[src/rtl/kmeans_reduce_tree.sv]
// Pipelined adder-tree reduction of per-engine cluster accumulators and pixel counts.
// One beat per cycle; a single global enable freezes every stage under backpressure.
module kmeans_reduce_tree #(
  parameter int NUM_ENGINES = 4,
  parameter int NUM_CH      = 3,
  parameter int ACC_W       = 24,
  parameter int CNT_W       = 12,
  parameter int TAG_W       = 4,
  localparam int LEVELS     = $clog2(NUM_ENGINES),
  localparam int SUM_W      = ACC_W + LEVELS,
  localparam int CSUM_W     = CNT_W + LEVELS
) (
  input  logic                              clk,
  input  logic                              reset,
  input  logic                              in_valid,
  output logic                              in_ready,
  input  logic [NUM_ENGINES*NUM_CH*ACC_W-1:0] in_acc,
  input  logic [NUM_ENGINES*CNT_W-1:0]      in_cnt,
  input  logic [NUM_ENGINES-1:0]            in_mask,
  input  logic [TAG_W-1:0]                  in_tag,
  input  logic                              in_last,
  output logic                              out_valid,
  input  logic                              out_ready,
  output logic [NUM_CH*SUM_W-1:0]           out_acc,
  output logic [CSUM_W-1:0]                 out_cnt,
  output logic [TAG_W-1:0]                  out_tag,
  output logic                              out_last,
  output logic                              out_empty,
  output logic                              busy
);

  // Tree nodes live in heap order: root at 0, leaves at P-1 .. 2P-2,
  // level l occupying indices (P>>l)-1 .. (2P>>l)-2.
  localparam int P     = 1 << LEVELS;
  localparam int NODES = 2 * P - 1;

  logic en;

  logic [SUM_W-1:0]  leaf_acc [P][NUM_CH];
  logic [CSUM_W-1:0] leaf_cnt [P];

  logic [SUM_W-1:0]  acc_p  [NODES][NUM_CH];
  logic [CSUM_W-1:0] cnt_p  [NODES];
  logic [LEVELS:0]   vld_p;
  logic [LEVELS:0]   last_p;
  logic [TAG_W-1:0]  tag_p  [LEVELS+1];

  assign en       = !out_valid || out_ready;
  assign in_ready = en;

  // Masked lanes and padding lanes beyond NUM_ENGINES enter the tree as zero.
  for (genvar e = 0; e < P; e++) begin : g_leaf
    if (e < NUM_ENGINES) begin : g_real
      for (genvar c = 0; c < NUM_CH; c++) begin : g_ch
        assign leaf_acc[e][c] = in_mask[e] ? SUM_W'(in_acc[(e*NUM_CH+c)*ACC_W +: ACC_W]) : '0;
      end
      assign leaf_cnt[e] = in_mask[e] ? CSUM_W'(in_cnt[e*CNT_W +: CNT_W]) : '0;
    end else begin : g_pad
      for (genvar c = 0; c < NUM_CH; c++) begin : g_ch
        assign leaf_acc[e][c] = '0;
      end
      assign leaf_cnt[e] = '0;
    end
  end

  always_ff @(posedge clk) begin
    if (reset) begin
      vld_p  <= '0;
      last_p <= '0;
      for (int i = 0; i <= LEVELS; i++) tag_p[i] <= '0;
      for (int n = 0; n < NODES; n++) begin
        cnt_p[n] <= '0;
        for (int c = 0; c < NUM_CH; c++) acc_p[n][c] <= '0;
      end
    end else if (en) begin
      // stage 0: input register
      vld_p[0]  <= in_valid;
      tag_p[0]  <= in_tag;
      last_p[0] <= in_last;
      for (int e = 0; e < P; e++) begin
        cnt_p[P-1+e] <= leaf_cnt[e];
        for (int c = 0; c < NUM_CH; c++) acc_p[P-1+e][c] <= leaf_acc[e][c];
      end
      // stages 1..LEVELS: pairwise add of the level below
      for (int l = 1; l <= LEVELS; l++) begin
        vld_p[l]  <= vld_p[l-1];
        tag_p[l]  <= tag_p[l-1];
        last_p[l] <= last_p[l-1];
        for (int k = 0; k < (P >> l); k++) begin
          cnt_p[(P>>l)-1+k] <= cnt_p[(P>>(l-1))-1+2*k] + cnt_p[(P>>(l-1))+2*k];
          for (int c = 0; c < NUM_CH; c++)
            acc_p[(P>>l)-1+k][c] <= acc_p[(P>>(l-1))-1+2*k][c] + acc_p[(P>>(l-1))+2*k][c];
        end
      end
    end
  end

  for (genvar c = 0; c < NUM_CH; c++) begin : g_out
    assign out_acc[c*SUM_W +: SUM_W] = acc_p[0][c];
  end

  assign out_valid = vld_p[LEVELS];
  assign out_cnt   = cnt_p[0];
  assign out_tag   = tag_p[LEVELS];
  assign out_last  = last_p[LEVELS];
  assign out_empty = out_valid && (cnt_p[0] == '0);
  assign busy      = |vld_p;

endmodule
[config.mk]
export PLATFORM = sky130hd
export DESIGN_NAME = kmeans_reduce_tree
export DESIGN_NICKNAME = d
export VERILOG_FILES = /design/src/rtl/kmeans_reduce_tree.sv
export SDC_FILE = /design/constraint.sdc
export NUM_CORES = 1
export LEC_CHECK = 0
export ABC_AREA = 1
export CAP_MARGIN = 25
export CORE_ASPECT_RATIO = 1.4
export CORE_MARGIN = 5
export CORE_UTILIZATION = 55
export DETAILED_ROUTE_END_ITERATION = 6
export PLACE_DENSITY = 0.79
export SYNTH_ARGS = -nofsm -noshare
export SYNTH_HDL_FRONTEND = slang
export SYNTH_SLANG_ARGS = --single-unit
[constraint.sdc]
create_clock -name clk -period 7.4 [get_ports clk]
set_clock_uncertainty 0.05 [all_clocks]
set_input_delay 0.74 -clock clk [delete_from_list [all_inputs] [get_ports clk]]
set_output_delay 0.74 -clock clk [all_outputs]
set_load 0.01 [all_outputs]
==> results.yml <==
outcome:
  status: "complete, no violations"
floorplan:
  die_h_um: 325
  row_count: 115
  initial_utilization_pct: 55.4
  dieArea_um2: 76200
  core_um2: 70200
  io_pins: 450
  die_w_um: 235
setup_path:
  cp.required_ns: 7.85
  worstSetupEndpointType: "flip-flop"
  critPathLaunchType: "input pin"
  path_class: "in2reg"
  crit_start: "out_ready"
  critPathMaxFanout: 216
  r2r_start: "vld_p[2]$_SDFFE_PP0P_"
  crit_arrival_ns: 4.26
sta:
  min_period_over_period_pct: 51.5
  setup_viol: 0
  rsz0062_at_grt: "false"
  finalHoldViolCount: 0
  tns_ns: 0
  tightest_slew_ns: 1.11
  timing.slew.headroom_pct: 26.2
  finalCriticalPeriod_ns: 3.81
  fmax_mhz: 262
  drv_slew: 0
  timing.hold.ws_ns: 0.427
power:
  peakVddDrop_v: 0.000182
  p_clk_share_pct: 36.8
  power_uw: 8630
  p_per_area_nw_per_um2: 187
  p_leak_uw: 0.0230
  p_sw_share_pct: 27.2
  switchingPower_uw: 2350
  p_seq_share_pct: 47.5
  p_comb_share_pct: 15.7
  internal_power_uw: 6280
clock_tree:
  hold_buffers: 0
  clkSinkCount: 625
  cts.clk_slew.worst_paths_ns: 0.07
  cts_tree: "done"
  clkLatencyLatePin_ns: 0.67
  cts_setup_buffers: 0
  cts_resized: 0
  clk_path_buf_depth: 3
  htreeDepth: 2
  numCtsBuffers: 61
  ctsRootBufferMaster: "clkbuf_16"
logic_synthesis:
  avgSynthCellArea_um2: 7.34
  async_flop_share_pct: 0
  ys_seq_area_share_pct: 42.9
  yosysTopAreaCell: "edfxtp_1"
  ys_ff_latch: 625
  synthesis.area_um2: 38900
  synthCells: 5300
  synth_area_leaders: "edfxtp_1, nand2_1, dfxtp_1, ha_1, nand3_1"
  ys.warnings.count: 0
  ys_types: 49
  synth_edf_count: 415
  yosys_most_used_dff: "edfxtp_1"
  synth_top_area_share_pct: 32.1
global_route:
  antenna_found_initial: 3
  track_usage_pct: 31.3
  grt_pass1_wl_um: 191000
  grt-ovfl-total: 0
  grt_pass1_vias: 34400
  grt_max_degree: 217
routing:
  wl_per_cell_um: 18.7
  drt-pass1-iter-count: 6
  drc_errors: 0
  drt-vias-per-instance: 5.41
  wl_um: 125000
  drtIter0Drc: 3188
  num_vias: 36100
  ant_nets: 0
placed_design:
  port_buffers: 449
  dp_hpwl_um: 94500
  dp.cells: 6556
  gp_congestion: 1.00
cells_and_area:
  layout.cells.non_filler: 6675
  final_net_count: 6302
  layout_commonest_cell: "nand2_1"
  final_cell_mix: "nand2_1, inv_1, nor2_1, nand3_1, clkdlybuf4s50_1"
  drive_gt1_share_pct: 3.40
  final_util_pct: 65.7
  area_delta_synth_final_pct: 18.7
  fillers: 6250
flow_run:
  cap_violations: 0
min_path:
  min-delay-start: "acc_p[5][58]$_SDFFE_PP0P_"
  hold_class: "reg2reg"
area by class of cell:
type,instances,area (um^2),area share [%]
clock inverter,24,168,0.363
inverter,739,2780,6.03
multi-input combinational,3793,18800,40.7
sequential,625,16700,36.1
tap,936,1170,2.54
antenna,1,2.50,0.00542
timing repair buffer,465,4700,10.2
clock buffer,92,1860,4.03
flip-flops by register name, indices dropped and copies added (netlist names):
signal,count
acc_p,519
cnt_p,88
tag_p,12
last_p,3
vld_p,3
cell families after synthesis:
family / count (synthesis) / share of synthesized area (%)
simple gates: 2950 / 31.5
buf+inv: 884 / 8.84
flops: 625 / 42.9
compound gates: 564 / 7.75
fa+ha+maj: 268 / 8.86
xor+xnor: 8 / 0.180
other cells: 1 / 0.00965
synthesized netlist by cell type, drive strengths merged (16+ instances only):
library cell and instances:
nor3 20, ha 256, edfxtp 415, a21oi 332
o21ai 169, nand3 589, and2 17, o21bai 32
or2 16, nand4 35, clkbuf 57, nand2 1582
buf 88, nor2 671, dfxtp 210, inv 736
worst paths after layout:
path / cells after the start / slack (ns) / endpoint
setup / recovery: 8 / 3.59 / acc_p[0][10]$_DFFE_PP_
hold / removal: 2 / 0.43 / acc_p[5][58]$_SDFFE_PP0P_
setup reg to reg: 8 / 3.74 / acc_p[0][10]$_DFFE_PP_
hold reg to reg: 2 / 0.43 / acc_p[5][58]$_SDFFE_PP0P_
through the flow:
step	area [um^2]	worst slack [ns]
after detailed placement	44100	3.00
final	46100	3.59
after floorplan	38900	0.637
after global routing	46100	3.54
after CTS	46100	3.68
after global placement	44100	3.16
power groups by stage:
stage / combinational, uW / sequential, uW / clock, uW
finish: 1350 / 4100 / 3180
global route: 1480 / 4110 / 3340
CTS: 1340 / 4100 / 3210
detailed placement: 1330 / 4170 / 0
global placement: 1320 / 4170 / 0
floorplan: 715 / 4130 / 0
per-layer routing:
metal	global-route usage, %	vias to the layer above	wire, um
met4	12.2	4	5590
met5	0	-	40
li1	-	17900	-
met1	40.2	16500	50900
met3	4.22	233	8040
met2	54.0	1407	60000
critical path, cell delays in order:
cell             delay [ns]
clkdlybuf4s50_1        0.50
nor2_4                 0.05
buf_12                 0.22
nor2_4                 0.33
buf_12                 0.70
buf_4                  0.91
o21ai_0                0.24
a21oi_1                0.17
Note: power is estimated with default switching activity, not from simulation.
